[src/rtl/detect_58_sched.sv]
// Round-robin time-shared detector for the serial pattern 8'd58 (0011_1010, MSB first) on NUM_CH streams.
// Optional per-channel saturating hit counters are built when DET_HIT_CNT_EN is defined.
module detect_58_sched #(
  parameter int CH_W  = 2,
  parameter int CNT_W = 8
) (
  input  logic                     clk,
  input  logic                     rst_n,
  input  logic [(1<<CH_W)-1:0]     bit_valid,
  input  logic [(1<<CH_W)-1:0]     bit_in,
  output logic [(1<<CH_W)-1:0]     bit_ready,
  input  logic [(1<<CH_W)-1:0]     ch_clr,
  output logic                     det_valid,
  output logic [CH_W-1:0]          det_ch,
  input  logic                     det_ready,
  input  logic [CH_W-1:0]          cnt_sel,
  output logic [CNT_W-1:0]         hit_cnt
);

  localparam int NUM_CH = 1 << CH_W;

  // Shared next-state unit; states 9..15 fall back to state-0 behaviour.
  function automatic logic [3:0] next_state(input logic [3:0] s, input logic b);
    logic [3:0] n;
    case (s)
      4'd0:    n = b ? 4'd0 : 4'd1;
      4'd1:    n = b ? 4'd0 : 4'd2;
      4'd2:    n = b ? 4'd3 : 4'd2;
      4'd3:    n = b ? 4'd4 : 4'd1;
      4'd4:    n = b ? 4'd5 : 4'd1;
      4'd5:    n = b ? 4'd0 : 4'd6;
      4'd6:    n = b ? 4'd7 : 4'd2;
      4'd7:    n = b ? 4'd0 : 4'd8;
      4'd8:    n = b ? 4'd0 : 4'd2;
      default: n = b ? 4'd0 : 4'd1;
    endcase
    return n;
  endfunction

  logic [NUM_CH-1:0][3:0] state_q, state_d;
  logic [CH_W-1:0]        ptr_q, ptr_d;
  logic                   det_valid_q, det_valid_d;
  logic [CH_W-1:0]        det_ch_q, det_ch_d;

  logic [NUM_CH-1:0]      eligible_s;
  logic                   grant_en_s;
  logic                   found_s;
  logic [CH_W-1:0]        gidx_s;
  logic [CH_W-1:0]        idx_s;
  logic                   xfer_s;
  logic [3:0]             nxt_s;
  logic                   hit_s;

  assign eligible_s = bit_valid & ~ch_clr;
  // Gating with rst_n keeps bit_ready low throughout reset.
  assign grant_en_s = rst_n & (~det_valid_q | det_ready);

  // First eligible channel searching upward from the pointer, with wrap.
  always_comb begin
    found_s = 1'b0;
    gidx_s  = '0;
    idx_s   = '0;
    for (int k = 0; k < NUM_CH; k++) begin
      idx_s = ptr_q + CH_W'(k);
      if (!found_s && eligible_s[idx_s]) begin
        found_s = 1'b1;
        gidx_s  = idx_s;
      end else begin
        found_s = found_s;
      end
    end
  end

  assign xfer_s    = grant_en_s & found_s;
  assign bit_ready = xfer_s ? (NUM_CH'(1) << gidx_s) : '0;
  assign nxt_s     = next_state(state_q[gidx_s], bit_in[gidx_s]);
  assign hit_s     = xfer_s & (nxt_s == 4'd8);

  // Next-state for channel states, pointer and the one-entry event slot.
  always_comb begin
    state_d     = state_q;
    ptr_d       = ptr_q;
    det_valid_d = det_valid_q;
    det_ch_d    = det_ch_q;
    for (int i = 0; i < NUM_CH; i++) begin
      if (ch_clr[i]) begin
        state_d[i] = 4'd0;
      end else if (xfer_s && gidx_s == CH_W'(i)) begin
        state_d[i] = nxt_s;
      end else begin
        state_d[i] = state_q[i];
      end
    end
    if (xfer_s) begin
      ptr_d = gidx_s + CH_W'(1);
    end else begin
      ptr_d = ptr_q;
    end
    // A fresh detection overrides the consumer's acceptance of the old one.
    if (hit_s) begin
      det_valid_d = 1'b1;
      det_ch_d    = gidx_s;
    end else if (det_valid_q && det_ready) begin
      det_valid_d = 1'b0;
    end else begin
      det_valid_d = det_valid_q;
    end
  end

  // State registers.
  always_ff @(posedge clk or negedge rst_n) begin
    if (!rst_n) begin
      state_q     <= '0;
      ptr_q       <= '0;
      det_valid_q <= 1'b0;
      det_ch_q    <= '0;
    end else begin
      state_q     <= state_d;
      ptr_q       <= ptr_d;
      det_valid_q <= det_valid_d;
      det_ch_q    <= det_ch_d;
    end
  end

  assign det_valid = det_valid_q;
  assign det_ch    = det_ch_q;

`ifdef DET_HIT_CNT_EN
  logic [NUM_CH-1:0][CNT_W-1:0] cnt_q, cnt_d;

  // Saturating per-channel detection counters.
  always_comb begin
    cnt_d = cnt_q;
    for (int i = 0; i < NUM_CH; i++) begin
      if (ch_clr[i]) begin
        cnt_d[i] = '0;
      end else if (hit_s && gidx_s == CH_W'(i) && cnt_q[i] != {CNT_W{1'b1}}) begin
        cnt_d[i] = cnt_q[i] + CNT_W'(1);
      end else begin
        cnt_d[i] = cnt_q[i];
      end
    end
  end

  // Counter registers.
  always_ff @(posedge clk or negedge rst_n) begin
    if (!rst_n) begin
      cnt_q <= '0;
    end else begin
      cnt_q <= cnt_d;
    end
  end

  assign hit_cnt = cnt_q[cnt_sel];
`else
  logic unused_cnt_sel_s;
  assign unused_cnt_sel_s = ^cnt_sel;
  assign hit_cnt          = '0;
`endif

endmodule

[config.mk]
export PLATFORM = sky130hd
export DESIGN_NAME = detect_58_sched
export DESIGN_NICKNAME = d
export VERILOG_FILES = /design/src/rtl/detect_58_sched.sv
export SDC_FILE = /design/constraint.sdc
export NUM_CORES = 1
export LEC_CHECK = 0
export ABC_AREA = 1
export BUFFER_PORTS_ARGS = -buffer_cell sky130_fd_sc_hd__buf_2
export CAP_MARGIN = 10
export CORE_ASPECT_RATIO = 1.75
export CORE_MARGIN = 5
export CORE_UTILIZATION = 31
export CTS_CLUSTER_DIAMETER = 60
export DETAILED_ROUTE_END_ITERATION = 8
export PLACE_DENSITY = 0.53
export SLEW_MARGIN = 25
export SYNTH_ARGS = -nofsm -noshare
export SYNTH_HDL_FRONTEND = slang
export SYNTH_SLANG_ARGS = --single-unit
[constraint.sdc]
create_clock -name clk -period 3.1 [get_ports clk]
set_input_delay 0.62 -clock clk [delete_from_list [all_inputs] [get_ports clk]]
set_output_delay 0.62 -clock clk [all_outputs]
set_load 0.01 [all_outputs]
==> impl_metrics.yaml, run 1 <==
sta:
  fin_crit_sh: 0.9106
  max_clock_freq_mhz: 354.3
  fin_skew_ns: 0.002581
  fin_ws_ns: 0.2772
  post-route-min-period_ns: 2.823
  hold_viol: 0
  tns_ns: 0
  drv_slew: 0
  setup_viol: 0
  rsz0062_at_grt: "no"
grt:
  grt_pass1_wl_um: 7852
  grt_overflow_total: 0
  antenna_found_initial: 0
  track_usage: 0.1344
  grt_pass1_vias: 1690
  grt_max_degree: 22
worst_setup_path:
  cpLargestDelayFamily: "simple AND/OR/NAND/NOR gates"
  critPathLaunchType: "flop"
  crit_type: "reg -> out"
  worstPathRequired_ns: 2.48
  max_stage_delay_ns: 0.47
  end_kind: "primary output"
  crit_arrival_ns: 2.20
  path_max_fanout: 11
  slowest_stage: "dfrtp_1"
  path_cells: "inv_2, nand2_1, nand2_2, nand3_2, nand2_4, nand4_1, nand3_1, nand2_2, buf_4, ha_1, nand2_1, inv_1, buf_2"
  path_buf_inv: 4
clock_network:
  htree_levels: 1
  cts_tree: "done"
  post_cts_buffers: 0
  clkLatencyLatePin_ns: 0.26
  hold_buffers: 0
  clkTransAtPathRegs_ns: 0.08
  cts.path.max_buffers: 2
  cts_resized: 0
  cts_buffers: 3
  clockRootBuffer: "clkbuf_8"
  cts.sinks: 21
drt:
  vias: 1696
  post-route-drc-count: 0
  drtAntennaViolNets: 0
  drt_iter0_markers: 62
  totalWireLength_um: 4693
  drt_pre_antenna_iters: 4
  wl_per_cell_um: 12.62
  vias_per_cell: 4.559
yosys:
  synth_flop_cell: "dfrtp_1"
  syn_inst: 270
  synth.area.top_cells: "dfrtp_1 (29%), nand2_1 (21%), nand3_1 (6.8%)"
  ys_ff_latch: 21
  yosysMostFrequentCell: "nand2_1"
  synth-simple-area-share: 0.5160
  synth_top_family_by_area: "simple AND/OR/NAND/NOR gates"
  synth_area_um2: 1843
  synth_mux_area_frac: 0
  synth.distinct_cells: 23
  synthArstFlopShare: 1.000
  synthTopCellsByCount: "nand2_1 (101), inv_1 (26), nand3_1 (25), dfrtp_1 (21), nand2_2 (17)"
  synth_compound_area_frac: 0.03666
  seq_area_frac_synth: 0.2851
  synth_edf_count: 0
  synth_top_area_frac: 0.2851
  avgSynthCellArea_um2: 6.826
  synth_fa_ha_area_frac: 0.02716
  ys.warnings.count: 0
  synth_xor_area_frac: 0
  synth_top_area_cell: "dfrtp_1"
placed_design:
  io_buffers: 21
  place_area_um2: 1993
  dp_hpwl_um: 3908
  globalplace.congestion: 0.8332
  preCtsSetupSlack_ns: 0.1589
floorplanning:
  die_area_um2: 7648
  coreArea_um2: 5833
  io_pins: 32
  die_h_um: 112
  fp-row-count: 37
  die_w_um: 68.29
  initial_core_util: 0.3160
final_layout:
  antenna_cells: 0
  ff_latch_area_um2: 526.8
  final_core_util: 0.3533
  multi_input_area_um2: 1115
  syn2layout_area_growth_pct: 11.81
  fillCellCount: 663
  final_area_um2: 2061
  nets: 316
  drive_above_1_share: 0.2551
min_path:
  hp-class: "in -> async"
outcome:
  status: "finished, final reports clean"
flow_run:
  drv_cap: 0
cells by family after synthesis:
group | count (synthesis)
adders and majority gates | 4
other | 1
and+or+nand+nor | 187
DFF | 21
AOI/OAI and AO/OA | 12
buffers and inverters | 45
stage by stage:
step	cells	hold slack [ns]
after CTS	372	0.3749
after global placement	368	0.4695
after detailed placement	368	0.4781
after global routing	372	0.3808
after floorplan	277	0.3244
final	372	0.3542
state kept, by name, summed over array words and instances, names as in the netlist:
signal,cells
det_valid,1
det_ch,2
state_q,16
ptr_q,2
per-layer routing:
| metal | routed length, µm | GRT usage |
|---|---|---|
| met1 | 1690 | 0.1371 |
| met2 | 2838 | 0.2668 |
| met3 | 96 | 0.007064 |
| met4 | 68 | 0.04781 |
| met5 | 0 | 0 |
path summary, 6_finish.rpt:
| check | start | slack, ns | endpoint | cells after the start |
|---|---|---|---|---|
| max | ptr_q[1]$_DFFE_PN0P_ | 0.28 | bit_ready[1] | 13 |
| min | rst_n | 0.35 | ptr_q[0]$_DFFE_PN0P_ | 2 |
| max reg2reg | ptr_q[1]$_DFFE_PN0P_ | 0.45 | state_q[11]$_DFFE_PN0P_ | 19 |
| min reg2reg | state_q[13]$_DFFE_PN0P_ | 0.50 | state_q[13]$_DFFE_PN0P_ | 2 |
| max in group asynchronous | rst_n | 2.51 | ptr_q[0]$_DFFE_PN0P_ | 2 |
| min in group clk | state_q[13]$_DFFE_PN0P_ | 0.50 | state_q[13]$_DFFE_PN0P_ | 2 |
cell type report:
class                   count  area share
clock inverters             1    0.002429
multi-input cells         211      0.5410
repair buffers             27     0.07286
well taps                  78     0.04736
flip-flops and latches     21      0.2556
inverters                  31     0.06072
clock buffers               3     0.02004
layout by cell type, fill, tap and decap left out:
cell	n
nand2_4	6
nor2_1	11
o211ai_2	1
nand3_2	10
nand3_4	1
conb_1	8
ha_1	4
buf_2	21
nand2_2	17
nand4_1	13
nor3_4	1
a21oi_1	1
nand2_1	101
inv_2	3
inv_1	26
dfrtp_1	20
clkinv_2	1
nand3_1	25
clkbuf_8	3
nand4_4	1
clkinvlp_4	1
o21ai_1	3
o21ai_0	7
nor2_4	1
dfrtp_2	1
inv_6	1
buf_4	6
Power of run 1 is not shown: default switching activity piles up to over one toggle a cycle in this logic, so the estimate is an artifact.
==> run 2: changes to the inputs <==
--- a/config.mk
+++ b/config.mk
@@ -10,10 +10,10 @@
 export CAP_MARGIN = 10
 export CORE_ASPECT_RATIO = 1.75
 export CORE_MARGIN = 5
-export CORE_UTILIZATION = 31
+export CORE_UTILIZATION = 45
 export CTS_CLUSTER_DIAMETER = 60
 export DETAILED_ROUTE_END_ITERATION = 8
-export PLACE_DENSITY = 0.53
+export PLACE_DENSITY = 0.66
 export SLEW_MARGIN = 25
 export SYNTH_ARGS = -nofsm -noshare
 export SYNTH_HDL_FRONTEND = slang
==> run 2 against run 1 <==
Core utilization increased by 16 points. Critical path depth unchanged. Die area decreased by 28%. Hold slack improved by 0.015 ns. First-iteration DRC count increased by 26%. Highest routed layer unchanged.
==> impl_metrics.yaml, run 2 (same netlist as run 1, synthesis figures left out) <==
drt:
  drtAntennaViolNets: 0
  drt_pre_antenna_iters: 4
  wl_per_cell_um: 13.61
  post-route-drc-count: 0
  drt_iter0_markers: 78
  totalWireLength_um: 4683
  vias_per_cell: 5.073
  vias: 1745
grt:
  track_usage: 0.1857
  grt_pass1_wl_um: 7797
  grt_overflow_total: 0
  antenna_found_initial: 0
  grt_max_degree: 22
  grt_pass1_vias: 1679
clock_network:
  hold_buffers: 0
  htree_levels: 1
  cts_tree: "done"
  cts.path.max_buffers: 2
  cts.sinks: 21
  clkLatencyLatePin_ns: 0.26
  clockRootBuffer: "clkbuf_8"
  cts_buffers: 3
  clkTransAtPathRegs_ns: 0.08
worst_setup_path:
  end_kind: "primary output"
  path_cells: "inv_6, nand3_1, nand3_2, nand2_4, nand2_4, nand2_4, nand2_4, nand3_2, inv_1, ha_1, nand2_1, inv_1, buf_2"
  path_max_fanout: 11
  crit_arrival_ns: 2.27
  slowest_stage: "dfrtp_2"
  critPathLaunchType: "flop"
  crit_type: "reg -> out"
  worstPathRequired_ns: 2.48
  cp_common_cell: "nand2_4"
  path_buf_inv: 4
  cpLargestDelayFamily: "simple AND/OR/NAND/NOR gates"
  max_stage_delay_ns: 0.50
flow_run:
  drv_cap: 0
placed_design:
  globalplace.congestion: 0.8246
  dp_hpwl_um: 3812
  io_buffers: 21
final_layout:
  largest_reg_flops: 16
  syn2layout_area_growth_pct: 9.776
  fillCellCount: 437
  final_common_cell: "nand2_1"
  drive_above_1_share: 0.2635
  multi_input_area_um2: 1099
  ff_latch_area_um2: 528.0
  nets: 318
  antenna_cells: 0
  final_cell_mix: "nand2_1 (101), inv_1 (26), nand3_1 (25)"
  largest_register: "state_q"
min_path:
  hp-class: "in -> async"
sta:
  tns_ns: 0
  setup_viol: 0
  max_clock_freq_mhz: 345.4
  fin_crit_sh: 0.9338
  fin_skew_ns: 0.004016
  hold_viol: 0
  drv_slew: 0
  rsz0062_at_grt: "no"
  post-route-min-period_ns: 2.895
outcome:
  status: "finished, final reports clean"
floorplanning:
  initial_core_util: 0.4676
  coreArea_um2: 3941
  die_area_um2: 5526
  die_w_um: 58.38
  fp-row-count: 30
  io_pins: 32
  die_h_um: 94.66
## run 2: timing repair
| item | in CTS | in global routing |
|---|---|---|
| endpoints found under the setup margin | 0 | 6 |
| buffers inserted | 0 | 2 |
| gates resized for setup | 0 | 3 |
## run 2: layer usage
metal  track usage  wire, µm  vias to the layer above
met2        0.3666      2727                       37
met1        0.1874      1701                      802
met3       0.01368       143                        6
li1              -         -                      900
met5             0         0                        -
met4       0.08511       110                        0
## run 2: worst paths after layout
check | startpoint | endpoint | slack [ns] | depth (start not counted)
worst max-delay path | ptr_q[0]$_DFFE_PN0P_ | bit_ready[3] | 0.21 | 13
worst min-delay path | rst_n | ptr_q[0]$_DFFE_PN0P_ | 0.37 | 2
worst max register to register | ptr_q[0]$_DFFE_PN0P_ | state_q[11]$_DFFE_PN0P_ | 0.35 | 19
worst min register to register | state_q[10]$_DFFE_PN0P_ | state_q[10]$_DFFE_PN0P_ | 0.49 | 2
max in group asynchronous | rst_n | ptr_q[1]$_DFFE_PN0P_ | 2.49 | 2
min in group clk | state_q[10]$_DFFE_PN0P_ | state_q[10]$_DFFE_PN0P_ | 0.49 | 2
## run 2: layout make-up
type,instances,share of cell area
tap,48,0.02968
timing repair buffer,29,0.08163
inverter,31,0.06184
multi-input combinational,211,0.5430
sequential,21,0.2610
clock inverter,1,0.002474
clock buffer,3,0.02041
## run 2: stage by stage
step | instances | instance area, µm² | setup WS (ns) | hold slack (ns) | util
after detailed placement | 338 | 1956 | 0.1200 | 0.4702 | 0.4962
after floorplan | 277 | 1869 | 0.6166 | 0.3244 | -
after CTS | 342 | 2002 | 0.09848 | 0.3791 | 0.5079
after global placement | 338 | 1956 | 0.1495 | 0.4666 | 0.4962
after global routing | 344 | 2023 | 0.005861 | 0.3961 | 0.5133
final | 344 | 2023 | 0.2052 | 0.3688 | 0.5133
Power of run 2 is left out for the same reason.
